`config.mk`:
```
export PLATFORM = sky130hd
export DESIGN_NAME = fp_norm_round
export DESIGN_NICKNAME = d
export VERILOG_FILES = /design/src/rtl/fp_norm_round.sv
export SDC_FILE = /design/constraint.sdc
export NUM_CORES = 1
export LEC_CHECK = 0
export ABC_AREA = 1
export BUFFER_PORTS_ARGS = -buffer_cell sky130_fd_sc_hd__buf_4
export CAP_MARGIN = 25
export CORE_ASPECT_RATIO = 1.75
export CORE_MARGIN = 3
export CORE_UTILIZATION = 45
export CTS_CLUSTER_SIZE = 20
export DETAILED_ROUTE_END_ITERATION = 7
export PLACE_DENSITY = 0.66
export SYNTH_ARGS = -nofsm -noshare
export SYNTH_HDL_FRONTEND = slang
export SYNTH_SLANG_ARGS = --single-unit
export TNS_END_PERCENT = 100
```
`constraint.sdc`:
```
create_clock -name clk -period 5.4 [get_ports clk]
set_clock_uncertainty 0.1 [all_clocks]
set_input_delay 0 -clock clk [delete_from_list [all_inputs] [get_ports clk]]
set_output_delay 0 -clock clk [all_outputs]
set_load 0.01 [all_outputs]
```
`src/rtl/fp_norm_round.sv`:
```
// Normalise-and-round stage behind the FP adder: normalises one bit per cycle,
// rounds to nearest-even and emits a packed single-precision result with {N,Z,C,V}.
module fp_norm_round #(
    parameter int EXP_W  = 8,
    parameter int FRAC_W = 23
) (
    input  logic                    clk,
    input  logic                    reset,
    input  logic                    in_valid,
    output logic                    in_ready,
    input  logic                    in_sign,
    input  logic [EXP_W-1:0]        in_exp,
    input  logic [FRAC_W+3:0]       in_mant,
    input  logic                    in_sticky,
    output logic                    out_valid,
    input  logic                    out_ready,
    output logic [EXP_W+FRAC_W:0]   result,
    output logic [3:0]              flags
);

    typedef enum logic [1:0] {
        IDLE  = 2'd0,
        NORM  = 2'd1,
        ROUND = 2'd2,
        DONE  = 2'd3
    } state_t;

    state_t        state_r;
    logic          sign_r;
    logic [8:0]    e_r;
    logic [26:0]   m_r;
    logic          s_r;
    logic          zero_r;
    logic          sub_r;
    logic          in_ready_r;
    logic          out_valid_r;
    logic [31:0]   result_r;
    logic [3:0]    flags_r;

    logic          lsb_s;
    logic          g_s;
    logic          r_s;
    logic          inexact_s;
    logic          up_s;
    logic [24:0]   sum_s;
    logic [9:0]    e_fin_s;
    logic [22:0]   frac_s;
    logic [30:0]   mag_s;
    logic          ovf_s;
    logic [31:0]   res_s;
    logic [3:0]    flg_s;

    assign in_ready  = in_ready_r;
    assign out_valid = out_valid_r;
    assign result    = result_r;
    assign flags     = flags_r;

    // Round-to-nearest-even on the 24-bit significand m[25:2] and pack the result.
    always_comb begin
        lsb_s     = m_r[2];
        g_s       = m_r[1];
        r_s       = m_r[0];
        inexact_s = g_s | r_s | s_r;
        up_s      = g_s & (r_s | s_r | lsb_s);
        sum_s     = {1'b0, m_r[25:2]} + {24'd0, up_s};
        e_fin_s   = {1'b0, e_r} + {9'd0, sum_s[24]};
        frac_s    = sum_s[24] ? 23'd0 : sum_s[22:0];
        ovf_s     = 1'b0;
        mag_s     = 31'd0;
        if (zero_r) begin
            mag_s = 31'd0;
        end else if (sub_r) begin
            // A subnormal that rounds up into the hidden bit lands on exponent field 1.
            mag_s = {7'd0, sum_s[23], sum_s[22:0]};
        end else if (e_fin_s >= 10'd255) begin
            mag_s = {8'hFF, 23'd0};
            ovf_s = 1'b1;
        end else begin
            mag_s = {e_fin_s[7:0], frac_s};
        end
        res_s = {((mag_s == 31'd0) ? 1'b0 : sign_r), mag_s};
        flg_s = {res_s[31], (res_s[30:0] == 31'd0), inexact_s, ovf_s};
    end

    // Control FSM with datapath registers and registered handshake/result outputs.
    always_ff @(posedge clk or posedge reset) begin
        if (reset) begin
            state_r     <= IDLE;
            sign_r      <= 1'b0;
            e_r         <= 9'd0;
            m_r         <= 27'd0;
            s_r         <= 1'b0;
            zero_r      <= 1'b0;
            sub_r       <= 1'b0;
            in_ready_r  <= 1'b1;
            out_valid_r <= 1'b0;
            result_r    <= 32'd0;
            flags_r     <= 4'd0;
        end else begin
            case (state_r)
                IDLE: begin
                    if (in_valid) begin
                        sign_r     <= in_sign;
                        e_r        <= (in_exp == 8'd0) ? 9'd1 : {1'b0, in_exp};
                        m_r        <= in_mant;
                        s_r        <= in_sticky;
                        zero_r     <= 1'b0;
                        sub_r      <= 1'b0;
                        in_ready_r <= 1'b0;
                        state_r    <= NORM;
                    end
                end
                NORM: begin
                    if ((m_r == 27'd0) && !s_r) begin
                        zero_r  <= 1'b1;
                        state_r <= ROUND;
                    end else if (m_r[26]) begin
                        m_r <= {1'b0, m_r[26:1]};
                        s_r <= s_r | m_r[0];
                        e_r <= e_r + 9'd1;
                    end else if ((m_r[26:25] == 2'b00) && (e_r > 9'd1)) begin
                        m_r <= {m_r[25:0], 1'b0};
                        e_r <= e_r - 9'd1;
                    end else if (m_r[26:25] == 2'b00) begin
                        sub_r   <= 1'b1;
                        state_r <= ROUND;
                    end else begin
                        state_r <= ROUND;
                    end
                end
                ROUND: begin
                    result_r    <= res_s;
                    flags_r     <= flg_s;
                    out_valid_r <= 1'b1;
                    state_r     <= DONE;
                end
                DONE: begin
                    if (out_ready) begin
                        out_valid_r <= 1'b0;
                        in_ready_r  <= 1'b1;
                        state_r     <= IDLE;
                    end
                end
                default: begin
                    state_r     <= IDLE;
                    in_ready_r  <= 1'b1;
                    out_valid_r <= 1'b0;
                end
            endcase
        end
    end

endmodule
```
==> results, run 1 <==
- The global-route track usage on met2 is 44.9%.
- Relative to the synthesized area, the layout overhead comes to 27.1%.
- The analysis attributes to cell leakage a power of around 0.0032 uW.
- The clock network accounts for around 18% of the total power.
- The fraction of final layout cells with drive strength greater than 1 is between 10% and 20%.
- The highest-utilization routing layer at the global route stage is met2.
- Detailed placement finished with a half-perimeter wire length of 11,900 microns.
- In this run the power density over the cells is 580 mW/mm^2.
- The global-route wire length before repair is ~26,000 microns.
- The critical setup path kind is flop to flop.
- The final route contains between 5k and 6k vias.
- The share of the yosys chip area belonging to registers is between 30% and 40%.
- In this run the tool buffered the top-level ports with slightly below 80 buffer cells.
- Global routing consumed, on the met3 layer, 3.60% of the routing resources.
- For the pin with the worst max-slew slack, the measured transition is slightly above 900 ps.
- The routability-driven placement congestion ratio is approximately 0.95.
- The maximum fanout count along the critical path is 27.
- The first detailed-routing pass took 5 iterations.
- The count of filler cells inserted in the layout is 1,085.
- The register area is 0.00198 sq mm.
- Clock tree synthesis inserted a total of 9 buffers.
- 0 antenna diodes ended up in the layout.
- The most frequently used flop master after synthesis is sky130_fd_sc_hd__dfrtp_1.
- The initial utilization of the core area, before any placement, comes to 46.4%.
- The finished layout holds ~980 standard cells, fillers aside.
- The maximum number of pins on one net before global-route repair is 80.
- The routed wirelength normalized by instance count is roughly 16 microns.
- The peak per-stage delay on the critical path is 400 ps.
- Cells fill 59.0% of the core in the end.
- The startpoint identified for the worst register-to-register timing path is m_r[1]$_DFFE_PP0P_.
- The height of the die is about 150 microns.
- Setup violations remaining at the end of the flow were counted as 0.
- Net switching is roughly half of the power.
- The shortest clock period the worst path allows after layout is 3880 ps.
- The max-slew violation count is 0.
- Adding up every negative setup slack in the final design gives 0 ps.
- In this run the register-to-register setup slack is approximately 1500 ps.
- After clock tree synthesis, the clock-pin slew on the worst setup and hold paths is around 60 ps.
- The region available for standard cell placement spans around 0.011 sq mm.
- In this run the worst hold path is classified as input pin to async pin.
- The remaining global-route overflow is 0.
- The initial antenna violation count is 0.
- Leaving out fill and tap cells, the most frequent cells in the layout are sky130_fd_sc_hd__nand2_1, sky130_fd_sc_hd__buf_4, sky130_fd_sc_hd__dfrtp_1, sky130_fd_sc_hd__inv_1.
- The tool flagged a number of max-cap violations equal to 0.
- The H-tree was split into 3 levels.
- The number of distinct library cell variants in the gate-level netlist after synthesis is 42.
- The die area is roughly 0.013 sq mm.
- The most common cell after layout, fill and taps aside is sky130_fd_sc_hd__nand2_1.
- The number of setup buffers added after CTS is 0.
- The count of antenna-violating nets left after detailed routing is 0.
- The number of I/O pins is 79.
- The slowest stage of the critical path belongs to the cell sky130_fd_sc_hd__dfrtp_1.
- The final hold violation count was 0.
- The peak supply drop is 310 uV.
- The instance area after placement is ~0.006 sq mm.
- The number of cells produced by synthesis is 742.
- In this run the mean area of a mapped cell was approximately 7 sq um.
- Synthesis inferred 79 register bits.
- For this design the total switching power over the nets is between 1500 and 2000 uW.
- For this run, the post-layout net count is 897.
- Combinational logic burns around 53% of the power.
- Data on the critical path is required at its endpoint by approximately 5500 ps.
- The floorplan row count is just over 50.
- The total DRC errors in the routed layout is 0.
- The internal power of the cells totals between 1500 and 2000 uW.
- The x dimension of the die is between 80 and 90 microns.
- The synthesized design contains 0 enable-type register cells.
- The worst setup path is launched from a flop.
- The maximum number of buffers from clock root to sink is 2.
- The fraction of power consumed by sequential logic is around 30%.
- The number of global-route vias before repair is about 5.2k.
- The data arrival time at the worst-slack endpoint is 4020 ps.
- The share of flip-flops with an asynchronous set or reset after synthesis is 100%.
- The mapped netlist covers around 0.0052 sq mm.
- Clock latency on the worst-skew pair, taken at its later pin, is around 350 ps.
- The peak clock frequency supported by timing is around 0.26 GHz.
- Summing all multi-input logic gate instances after layout gives roughly 0.0028 sq mm.
- After detailed routing, the number of vias per cell comes to approximately 5.5.
- The overall routed net length is 16,000 microns.
- The tree built by TritonCTS fans out to 79 sinks.
- The number of nets in the synthesized netlist is 793.
- The flow ran to the end, and the final reports show no timing, DRC or antenna violations.
- Global routing consumed, on the met1 layer, between 20% and 30% of the routing resources.
- Counting cells, the worst reg-to-reg path comes to 26.
- After routing the design area is ~0.0066 sq mm.
- The number of placed instances, taps included, is between 900 and 1k.
- Yosys printed 0 warnings.
- Summing internal, switching and leakage power gives 3840 uW.
- Setup repair after global routing left no endpoint under its margin.
- The total track usage is between 20 and 30%.
- In this run the critical register-to-register path is captured at result[31]$_DFFE_PP0P_.
- Of the available clock period, the critical path in the final layout requires 71.8%.
- The worst slew margin relative to its limit is 37.8%.
- The root buffer cell is sky130_fd_sc_hd__clkbuf_16.
- TritonCTS built the clock tree.
- The worst setup path is captured at a flop.
- By instance count, the cell type seen most on the critical path is sky130_fd_sc_hd__nand2_1.
- The iteration-0 DRC count of the detailed router is 317.
==> how the worst max path moves through the flow <==
stage	slack, ps	from	end	depth (start not counted)
finish	1520	m_r[1]$_DFFE_PP0P_	result[31]$_DFFE_PP0P_	26
global route	1110	m_r[1]$_DFFE_PP0P_	result[31]$_DFFE_PP0P_	26
detailed placement	1580	m_r[1]$_DFFE_PP0P_	result[31]$_DFFE_PP0P_	26
floorplan	2160	m_r[1]$_DFFE_PP0P_	result[31]$_DFFE_PP0P_	25
global placement	1780	m_r[1]$_DFFE_PP0P_	result[31]$_DFFE_PP0P_	24
CTS	1540	m_r[1]$_DFFE_PP0P_	result[31]$_DFFE_PP0P_	26
==> cells by family (layout without fill, tap and decap cells) <==
group / count (synthesis) / in the layout / share of synthesized area [%]
buffers and inverters: 109 / 218 / 8.28
xor gates and xnor gates: 14 / 14 / 2.35
AOI/OAI and AO/OA: 143 / 143 / 16.6
adders and majority gates: 10 / 10 / 2.40
DFF: 79 / 79 / 38.0
muxes: 1 / 1 / 0.216
and+or+nand+nor: 386 / 386 / 32.2
==> routing by layer <==
layer,part of all wire (%),up-vias
met1,39,2534
li1,-,2661
met5,0,-
met2,54,183
met4,3.6,0
met3,4.1,37
==> power groups by stage <==
stage	Sequential, uW	Clock [uW]	Combinational [uW]
floorplan	1100	0	1380
global placement	1130	0	1930
detailed placement	1140	0	1970
CTS	1130	679	2010
global route	1180	705	2280
finish	1140	671	2030
==> critical path: cells and delay by family (launching register included) <==
kind	cells	cell delay, ps
AND/OR/NAND/NOR	21	2320
buffers and inverters	1	70
AO/OA/AOI/OAI	1	190
adder cells (fa/ha/maj)	3	700
flip-flops	1	400
==> repair_timing <==
| action | 4_1_cts | 5_1_grt |
|---|---|---|
| endpoints found under the hold margin | 118 | 0 |
| resized for setup | 0 | 0 |
| hold buffers | 41 | 0 |
==> stage by stage <==
| stage | hold slack, ps | setup slack (ps) |
|---|---|---|
| 2_1_floorplan | 16.5 | 2160 |
| 3_3_place_gp | 110 | 1780 |
| 4_1_cts | 300 | 1540 |
| 5_1_grt | 287 | 1110 |
| 3_5_place_dp | 110 | 1580 |
| 6_report | 221 | 1520 |
==> synth_stat cells, types with 4 or more instances <==
cell / count / area share [%]
sky130_fd_sc_hd__nor4_1: 4 / 0.48
sky130_fd_sc_hd__xor2_1: 14 / 2.4
sky130_fd_sc_hd__nor2_1: 64 / 4.6
sky130_fd_sc_hd__nand2_2: 12 / 1.4
sky130_fd_sc_hd__nand2_1: 229 / 16
sky130_fd_sc_hd__dfrtp_1: 78 / 37
sky130_fd_sc_hd__o31ai_1: 7 / 1.0
sky130_fd_sc_hd__buf_2: 6 / 0.58
sky130_fd_sc_hd__nand3_1: 40 / 3.8
sky130_fd_sc_hd__inv_1: 72 / 5.2
sky130_fd_sc_hd__nor2_2: 5 / 0.60
sky130_fd_sc_hd__nand4_1: 12 / 1.4
sky130_fd_sc_hd__a21oi_1: 14 / 1.3
sky130_fd_sc_hd__nor2_4: 4 / 0.86
sky130_fd_sc_hd__o21ai_0: 64 / 6.1
sky130_fd_sc_hd__o221ai_1: 24 / 4.0
sky130_fd_sc_hd__clkbuf_1: 20 / 1.4
sky130_fd_sc_hd__o21ai_1: 21 / 2.0
sky130_fd_sc_hd__inv_2: 4 / 0.29
sky130_fd_sc_hd__nor3_1: 9 / 0.86
sky130_fd_sc_hd__ha_1: 10 / 2.4
==> registers in the layout, indices dropped and copies added (netlist names) <==
name	count
flags	3
result	32
e_r	9
s_r	1
m_r	27
out_valid	1
zero_r	1
state_r	2
in_ready	1
sub_r	1
sign_r	1
==> layout make-up <==
type	count	share of cell area [%]
clock buffer	9	3.40
multi-input combinational	554	42.3
inverter	78	4.42
timing repair buffer	124	16.0
tap	132	2.49
sequential	79	29.9
clock inverter	7	1.55
Power figures use the tool's default switching activity.
==> run 2: changes to the inputs <==
ABC_AREA = 0   (was 1)
PLACE_DENSITY = 0.69   (was 0.66)
clock period = 3.4 ns   (was 5.4 ns; I/O delays follow)
==> run 2 against run 1 <==
Compared with the run above: die area rose by 2.1%; critical path depth fell by 12; sequential share of layout area fell by 1.3 points; combinational power rose by 95%; critical endpoint is now flags[2]$_DFFE_PP0P_; largest power group unchanged.
==> results, run 2 <==
- The max-capacitance violation count is 0 (unchanged).
- The count of filler cells inserted in the layout was 1,007 (-7.2%).
- The root buffer cell is sky130_fd_sc_hd__clkbuf_16.
- The slew at the pin with the worst max-slew slack is 642 ps (-289 ps).
- The signal on the critical path passes through and2_1 > ha_4 > nand2_2 > nor3_4 > nand2_2 > nor2_4 > ha_4 > and2_1 > nand3_1 > xor2_1 > nor4_4 > o41a_4 > a31oi_4 > o32ai_2.
- The multi-input logic area is 0.00301 sq mm (+7.3%).
- The mean cell area of the mapped netlist is 8.91 sq um (+27%).
- The data arrival time at the worst-slack endpoint is 3290 ps (-730 ps).
- The top cell type's share of synthesized area was 36.6% (-0.80 points).
- The number of buffers and inverters on the critical path is 0 (-1).
- Grouping stages by cell kind, the critical path spends the most delay in simple AND/OR/NAND/NOR gates.
- The final setup TNS was 0 ps (unchanged).
- The CTS tree is done.
- The final hold violation count is 0 (unchanged).
- The cell with the most instances after synthesis is sky130_fd_sc_hd__dfrtp_1.
- The worst setup path is launched from a flop.
- The die area is 0.0132 sq mm (+2.1%).
- In this run the top signal layer used is met4.
- The number of distinct library cell variants in the gate-level netlist after synthesis was 75 (+79%).
- The remaining global-route overflow came to 0 (unchanged).
- The number of flip-flops under the largest register name is 32 (unchanged).
- The part of the cycle the worst path needs is 94.0% (+22 points).
- The met2 wirelength from detailed routing is 9440 microns (+10%).
- The commonest cells after synthesis are sky130_fd_sc_hd__dfrtp_1, sky130_fd_sc_hd__nand2_1, sky130_fd_sc_hd__nor2_1.
- The endpoint type of the worst setup path is a flop.
- The register area is 0.00198 sq mm (unchanged).
- The floorplan row count is 52 (+2.0%).
- The placed wire-length estimate was 11,800 microns (-0.83%).
- The number of I/O pins is 79 (unchanged).
- The growth of design area from synthesis to finish is 30.0%.
- Yosys attributes the largest share of cell area to sky130_fd_sc_hd__dfrtp_1, sky130_fd_sc_hd__nand2_1, sky130_fd_sc_hd__a221oi_1, sky130_fd_sc_hd__nor2_1, sky130_fd_sc_hd__mux2_2.
- The most frequently used flop master after synthesis is sky130_fd_sc_hd__dfrtp_1.
- The height of the die is 150 microns (+1.0%).
- The maximum fanout count along the critical path is 11 (-59%).
- The share of flip-flops with an asynchronous set or reset after synthesis is 100% (unchanged).
- The number of setup violations in the final report is 0 (unchanged).
- The mapped cell area was 0.00533 sq mm (+2.2%).
- The number of port buffers is 78 (unchanged).
- The x dimension of the die is 88.2 microns (+1.0%).
- The initial antenna violation count is 0 (unchanged).
- The CTS buffer count came to 9 (unchanged).
- The total DRC errors in the routed layout came to 0 (unchanged).
- The starting density of the core came to 46.0% (-0.42 points).
- The number of enable-type register cells in the synthesized netlist came to 0 (unchanged).
- Setup repair after global routing left no endpoint under its margin.
- The count of antenna-violating nets left after detailed routing is 0 (unchanged).
- The share of the yosys chip area belonging to registers is 37.1% (-0.81 points).
- The total power consumption of the routed design is 6850 uW (+78%).
- The shortest clock period the worst path allows after layout is 3190 ps (-684 ps).
- The sum of routed wire segments on met1 is 5710 microns (-7.1%).
- The number of nets in the synthesized netlist was 649 (-18%).
- The routed wirelength normalized by instance count is 19.3 microns (+19%).
- The routed via count is 5,059 (-6.6%).
- The number of cells produced by synthesis is 598 (-19%).
- The total track usage was 25.9% (+0.54 points).
- The later-pin clock latency in the skew report is 340 ps (about the same).
- Leaving out fill and tap cells, the most frequent cell in the layout is sky130_fd_sc_hd__buf_4.
- The iteration-0 DRC count of the detailed router is 256 (-19%).
- The run finished with clean final reports.
- The largest individual stage delay along the critical path comes from the cell sky130_fd_sc_hd__o41a_4.
- The routability-driven placement congestion ratio came to 0.935 (-1.6%).
- The number of antenna repair diodes was 0 (unchanged).
- The clock transition time at the flip-flop clock pins of the worst setup and hold paths came to 70 ps (about the same).
- The fraction of final layout cells with drive strength greater than 1 is 27.5% (+12 points).
- The utilization of the core after routing is 59.8% (+0.81 points).
- The overall routed net length is 16,500 microns (+3.3%).
- The floorplan core area is 0.0116 sq mm (+3.1%).
- The peak per-stage delay on the critical path is 530 ps (+130 ps).
- The amount of wire on met3 after detailed routing is 584 microns (-9.7%).
- The peak clock frequency supported by timing is 0.313 GHz (+21%).
- The number of nets at the end of the flow is 763 (-15%).
- Leaving out fill and tap cells, the most frequent cells in the layout are sky130_fd_sc_hd__buf_4, sky130_fd_sc_hd__dfrtp_1, sky130_fd_sc_hd__nand2_1, sky130_fd_sc_hd__nor2_1, sky130_fd_sc_hd__dlygate4sd3_1.
- The max-slew violation count is 0 (unchanged).
- The clock sink total is 79 (unchanged).
- The min-delay analysis places its worst path in the category input pin to flop.
- The critical setup path kind is flop to flop.
- The maximum number of buffers from clock root to sink is 2 (unchanged).
- The global-route wire length before repair is 26,300 microns (+1.8%).
- The worst slew margin relative to its limit was 57.1% (+19 points).
- The total power density per cell area is 989 mW/mm^2 (+70%).
- The biggest area contributor in the post-synthesis netlist is sky130_fd_sc_hd__dfrtp_1.
- The maximum number of pins on one net before global-route repair is 80 (unchanged).
- The first-pass iteration count of the detailed router was 5 (unchanged).
- The vias per cell is 5.94 (+7.8%).
- The H-tree level count is 3 (unchanged).
- The total of flip-flops plus latches after synthesis is 79 (unchanged).
- The number of warning messages in the yosys log was 0 (unchanged).
- The leakage power came to 0.00301 uW (-6.0%).
- The data required time of the critical path is 3500 ps (-2040 ps).
- The number of global-route vias before repair is 5,234 (+0.96%).
- The peak supply drop is 439 uV (+42%).
[run 2: changes by cell type in the layout (fill, tap and decap cells not counted), moves of 15 or more]
cell | previous run | this run
sky130_fd_sc_hd__a21oi_1 | 14 | 30
sky130_fd_sc_hd__a221oi_1 | 0 | 25
sky130_fd_sc_hd__buf_4 | 81 | 116
sky130_fd_sc_hd__inv_1 | 71 | 30
sky130_fd_sc_hd__mux2_2 | 1 | 16
sky130_fd_sc_hd__nand2_1 | 229 | 66
sky130_fd_sc_hd__nand3_1 | 40 | 18
sky130_fd_sc_hd__o21ai_0 | 64 | 9
sky130_fd_sc_hd__o21ai_1 | 21 | 5
sky130_fd_sc_hd__o221ai_1 | 24 | 0
sky130_fd_sc_hd__o31ai_1 | 7 | 24
[run 2: logic make-up after synthesis]
group,synth area share [%]
buffers and inverters,7.85
and+or+nand+nor,21.6
muxes,4.63
xor gates and xnor gates,4.77
AOI/OAI and AO/OA,21.7
adders and majority gates,2.35
DFF,37.1
[run 2: layout make-up]
class                           count  area share, %
Multi-Input combinational cell    431           43.4
Sequential cell                    79           28.6
Timing Repair Buffer              158           19.1
Clock buffer                        9           3.25
Tap cell                          135           2.44
Inverter                           33           1.79
Clock inverter                      7           1.48
[run 2: worst reg2reg max path, stage by stage, from the launching register on]
cell and delay, ps:
sky130_fd_sc_hd__dfrtp_1 340, sky130_fd_sc_hd__and2_1 160, sky130_fd_sc_hd__ha_4 180, sky130_fd_sc_hd__nand2_2 80, sky130_fd_sc_hd__nor3_4 200, sky130_fd_sc_hd__nand2_2 100
sky130_fd_sc_hd__nor2_4 130, sky130_fd_sc_hd__ha_4 170, sky130_fd_sc_hd__and2_1 150, sky130_fd_sc_hd__nand3_1 110, sky130_fd_sc_hd__xor2_1 370, sky130_fd_sc_hd__nor4_4 110
sky130_fd_sc_hd__o41a_4 530, sky130_fd_sc_hd__a31oi_4 200, sky130_fd_sc_hd__o32ai_2 90
[run 2: where the power goes]
group | switching (uW) | leakage (uW) | internal [uW]
Clock | 423 | 0.000162 | 654
Sequential | 419 | 0.000968 | 1400
Combinational | 2280 | 0.00188 | 1670
[run 2: per-stage QoR]
step	std cells	setup slack, ps	hold WS [ps]	cell area (sq um)
finish	852	205	48.1	6930
global route	852	5.46	62.4	6930
CTS	851	33.4	31.9	6860
detailed placement	796	31.4	99.5	6140
global placement	796	129	109	6140
floorplan	598	17.9	-9.96	5360
[run 2: final timing paths]
path,start,to,slack [ps],cells past startpoint
worst max-delay path,m_r[1]$_DFFE_PP0P_,flags[2]$_DFFE_PP0P_,210,14
worst min-delay path,in_valid,in_ready$_DFFE_PP1P_,50,4
worst max register to register,m_r[1]$_DFFE_PP0P_,flags[2]$_DFFE_PP0P_,210,14
worst min register to register,result[28]$_DFFE_PP0P_,result[28]$_DFFE_PP0P_,410,1
max in group asynchronous,reset,m_r[0]$_DFFE_PP0P_,2380,5
min in group asynchronous,reset,sign_r$_DFFE_PP0P_,200,4
[run 2: metal layers]
| layer | vias up | global-route usage (%) |
|---|---|---|
| met5 | - | 0 |
| met4 | 0 | 13.8 |
| met3 | 59 | 3.69 |
| met2 | 178 | 48.4 |
| met1 | 2441 | 26.7 |
| li1 | 2381 | - |
[run 2: what timing repair did]
| action | CTS | global route |
|---|---|---|
| gates resized for setup | 0 | 6 |
| setup buffers | 0 | 0 |
| setup endpoints to repair | 0 | 26 |
| hold endpoints to repair | 118 | 0 |
| hold buffers | 39 | 0 |
==> run 3: changes to the inputs <==
ABC_AREA = 1   (was 0)
==> run 3 against run 2 <==
Compared with the run above: clock power about the same; core utilization up 2.9 points; first-iteration DRC count up 9.4%; highest routed layer unchanged.
==> results, run 3 (same netlist as run 1, synthesis figures left out) <==
- The floorplan row count is 51 (-1.9%).
- The worst setup path is captured at a flop.
- The overall routed net length is 16,500 microns (+0.16%).
- The library cell used most frequently in the layout, excluding fill and tap cells, is sky130_fd_sc_hd__nand2_1.
- The root buffer cell is sky130_fd_sc_hd__clkbuf_16.
- The total DRC errors in the routed layout is 0 (unchanged).
- The clock sink total is 79 (unchanged).
- The die area is 0.0130 sq mm (-2.0%).
- The setup slack after layout came to 129 ps (-76.4 ps).
- The final hold violation count came to 0 (unchanged).
- TritonCTS built the clock tree.
- The total power density per cell area is 917 mW/mm^2 (-7.2%).
- The x dimension of the die was 87.4 microns (-1.0%).
- The H-tree level count is 3 (unchanged).
- The data arrival time at the worst-slack endpoint is 3400 ps (+110 ps).
- The clock transition time at the flip-flop clock pins of the worst setup and hold paths is 60 ps (about the same).
- The CTS buffer count came to 9 (unchanged).
- The max-slew violation count is 0 (unchanged).
- The initial antenna violation count was 0 (unchanged).
- The met3 capacity usage during global routing came to 4.05% (+0.36 points).
- The later-pin clock latency in the skew report is 340 ps (about the same).
- The worst hold slack after final layout came to 35.6 ps (-12.5 ps).
- The iteration-0 DRC count of the detailed router is 280 (+9.4%).
- The global-route track usage on met2 is 47.0% (-1.3 points).
- The maximum number of buffers from clock root to sink is 2 (unchanged).
- The worst slew margin relative to its limit was 34.5% (-23 points).
- The met1 routing resource usage after global routing came to 31.9% (+5.2 points).
- The worst setup path is launched from a flop.
- The routed via count is 5,524 (+9.2%).
- The number of I/O pins is 79 (unchanged).
- The number of port buffers is 78 (unchanged).
- The count of antenna-violating nets left after detailed routing is 0 (unchanged).
- The placement-stage worst setup slack is -135 ps (-166 ps).
- The number of global-route vias before repair is 5,602 (+7.0%).
- The run finished with clean final reports.
- The fraction of power consumed by sequential logic was 27.5% (+1.0 points).
- The max-capacitance violation count is 0 (unchanged).
- The total internal power was 3380 uW (-9.2%).
- The routed wirelength normalized by instance count came to 16.1 microns (-17%).
- The part of the cycle the worst path needs came to 96.2% (+2.2 points).
- The critical path is of the flop to flop type.
- The floorplan core area came to 0.0112 sq mm (-3.0%).
- The peak clock frequency supported by timing is 0.306 GHz (-2.3%).
- The global-route wire length before repair was 27,200 microns (+3.6%).
- The starting density of the core came to 46.4% (+0.42 points).
- The slew at the pin with the worst max-slew slack is 982 ps (+340 ps).
- The count of filler cells inserted in the layout came to 1,068 (+6.1%).
- The number of antenna repair diodes came to 0 (unchanged).
- The path type of the worst min-delay path is input pin to flop.
- The net switching power was 3080 uW (-1.5%).
- The highest-utilization routing layer at the global route stage is met2.
- The placed wire-length estimate is 12,500 microns (+5.5%).
- The switching fraction of total power came to 47.6% (+2.0 points).
- The register area is 0.00198 sq mm (unchanged).
- The part of the total power dissipated in combinational logic is 56.1% (-1.7 points).
- The number of setup violations in the final report was 0 (unchanged).
- The total track usage is 26.8% (+0.94 points).
- Setup repair after global routing could not meet its margin everywhere.
- The vias per cell is 5.40 (-9.1%).
- The remaining global-route overflow is 0 (unchanged).
- The multi-input logic area is 0.00296 sq mm (-1.6%).
- The height of the die is 148 microns (-1.0%).
- The routability-driven placement congestion ratio was 0.963 (+3.0%).
- The number of nets at the end of the flow is 937 (+23%).
- The number of flip-flops under the largest register name is 32 (unchanged).
- The data required time of the critical path was 3530 ps (+30 ps).
- The relative contribution of the clock network to total power is 16.4% (+0.7 points).
- Leaving out fill and tap cells, the most frequent cells in the layout are sky130_fd_sc_hd__nand2_1, sky130_fd_sc_hd__buf_4, sky130_fd_sc_hd__dfrtp_1, sky130_fd_sc_hd__inv_1, sky130_fd_sc_hd__nor2_1.
- The fraction of final layout cells with drive strength greater than 1 is 22.3% (-5.1 points).
- The peak supply drop is 619 uV (+41%).
- The shortest clock period the worst path allows after layout is 3270 ps (+76.4 ps).
- The leakage power is 0.00339 uW (+13%).
- The maximum number of pins on one net before global-route repair is 71 (-11%).
- The first-pass iteration count of the detailed router is 5 (unchanged).
- The maximum fanout count along the critical path is 7 (-4).
- The growth of design area from synthesis to finish is 35.1%.
==> run 3: final cells by class <==
cell class,count,share of cell area (%)
multi-input cells,555,42.0
flip-flops and latches,79,28.1
repair buffers,163,18.8
inverters,78,4.16
clock buffers,10,3.25
well taps,132,2.35
clock inverters,6,1.33
==> run 3: final timing paths <==
kind,from,cells past startpoint,to,slack [ps]
hold / removal,in_valid,4,zero_r$_DFFE_PP0P_,40
max in group asynchronous,reset,5,e_r[2]$_DFFE_PP0P_,1910
setup reg to reg,m_r[1]$_DFFE_PP0P_,24,result[31]$_DFFE_PP0P_,130
hold reg to reg,flags[0]$_DFFE_PP0P_,2,flags[0]$_DFFE_PP0P_,380
setup / recovery,m_r[1]$_DFFE_PP0P_,24,result[31]$_DFFE_PP0P_,130
min in group asynchronous,reset,4,result[8]$_DFFE_PP0P_,540
==> run 3: repair_timing <==
action / CTS / global route
buffers inserted: 3 / 2
resized for setup: 23 / 19
endpoints found under the hold margin: 117 / 0
hold buffers: 40 / 0
cloned: 1 / 0
pin swaps: 11 / 19
endpoints found under the setup margin: 2 / 27
==> run 3: routing by layer <==
layer	vias up	share of wire (%)
met5	-	0
met4	0	3.4
met3	45	3.9
met2	160	52
met1	2577	41
li1	2742	-
==> run 3: power by group through the flow <==
| stage | registers [uW] | clock network [uW] | logic, uW |
|---|---|---|---|
| 2_1_floorplan | 1740 | 0 | 2200 |
| 3_3_place_gp | 1760 | 0 | 3340 |
| 3_5_place_dp | 1770 | 0 | 3410 |
| 4_1_cts | 1770 | 1070 | 3550 |
| 5_1_grt | 1830 | 1110 | 4070 |
| 6_report | 1780 | 1060 | 3620 |
==> run 3: through the flow <==
stage	instance area [sq um]	cells	TNS (ps)	util (%)	power, uW
floorplan	5210	742	0	-	3940
detailed placement	6120	961	-209	54.5	5180
CTS	6950	1021	0	61.9	6380
global route	7040	1023	-261	62.7	7020
finish	7040	1023	0	62.7	6460
global placement	6120	961	0	54.5	5100
==> run 3: worst max-delay path, stage by stage (launching register included) <==
cell and delay (ps):
sky130_fd_sc_hd__dfrtp_1 360, sky130_fd_sc_hd__nand2_2 70, sky130_fd_sc_hd__inv_2 60, sky130_fd_sc_hd__ha_4 130
sky130_fd_sc_hd__nand2_4 50, sky130_fd_sc_hd__nor2_4 110, sky130_fd_sc_hd__nand3_2 90, sky130_fd_sc_hd__nor2_2 110
sky130_fd_sc_hd__nand4_1 100, sky130_fd_sc_hd__nor3_2 160, sky130_fd_sc_hd__ha_2 240, sky130_fd_sc_hd__ha_4 160
sky130_fd_sc_hd__nand3_4 110, sky130_fd_sc_hd__nand2_1 90, sky130_fd_sc_hd__o21ai_1 100, sky130_fd_sc_hd__nor2_2 160
sky130_fd_sc_hd__nand3_4 120, sky130_fd_sc_hd__nand3_4 160, sky130_fd_sc_hd__nand2_8 100, sky130_fd_sc_hd__o21ai_0 100
sky130_fd_sc_hd__nand3_1 120, sky130_fd_sc_hd__nor2_2 180, sky130_fd_sc_hd__nand2_1 70, sky130_fd_sc_hd__nand2_1 50
sky130_fd_sc_hd__nand2_1 50
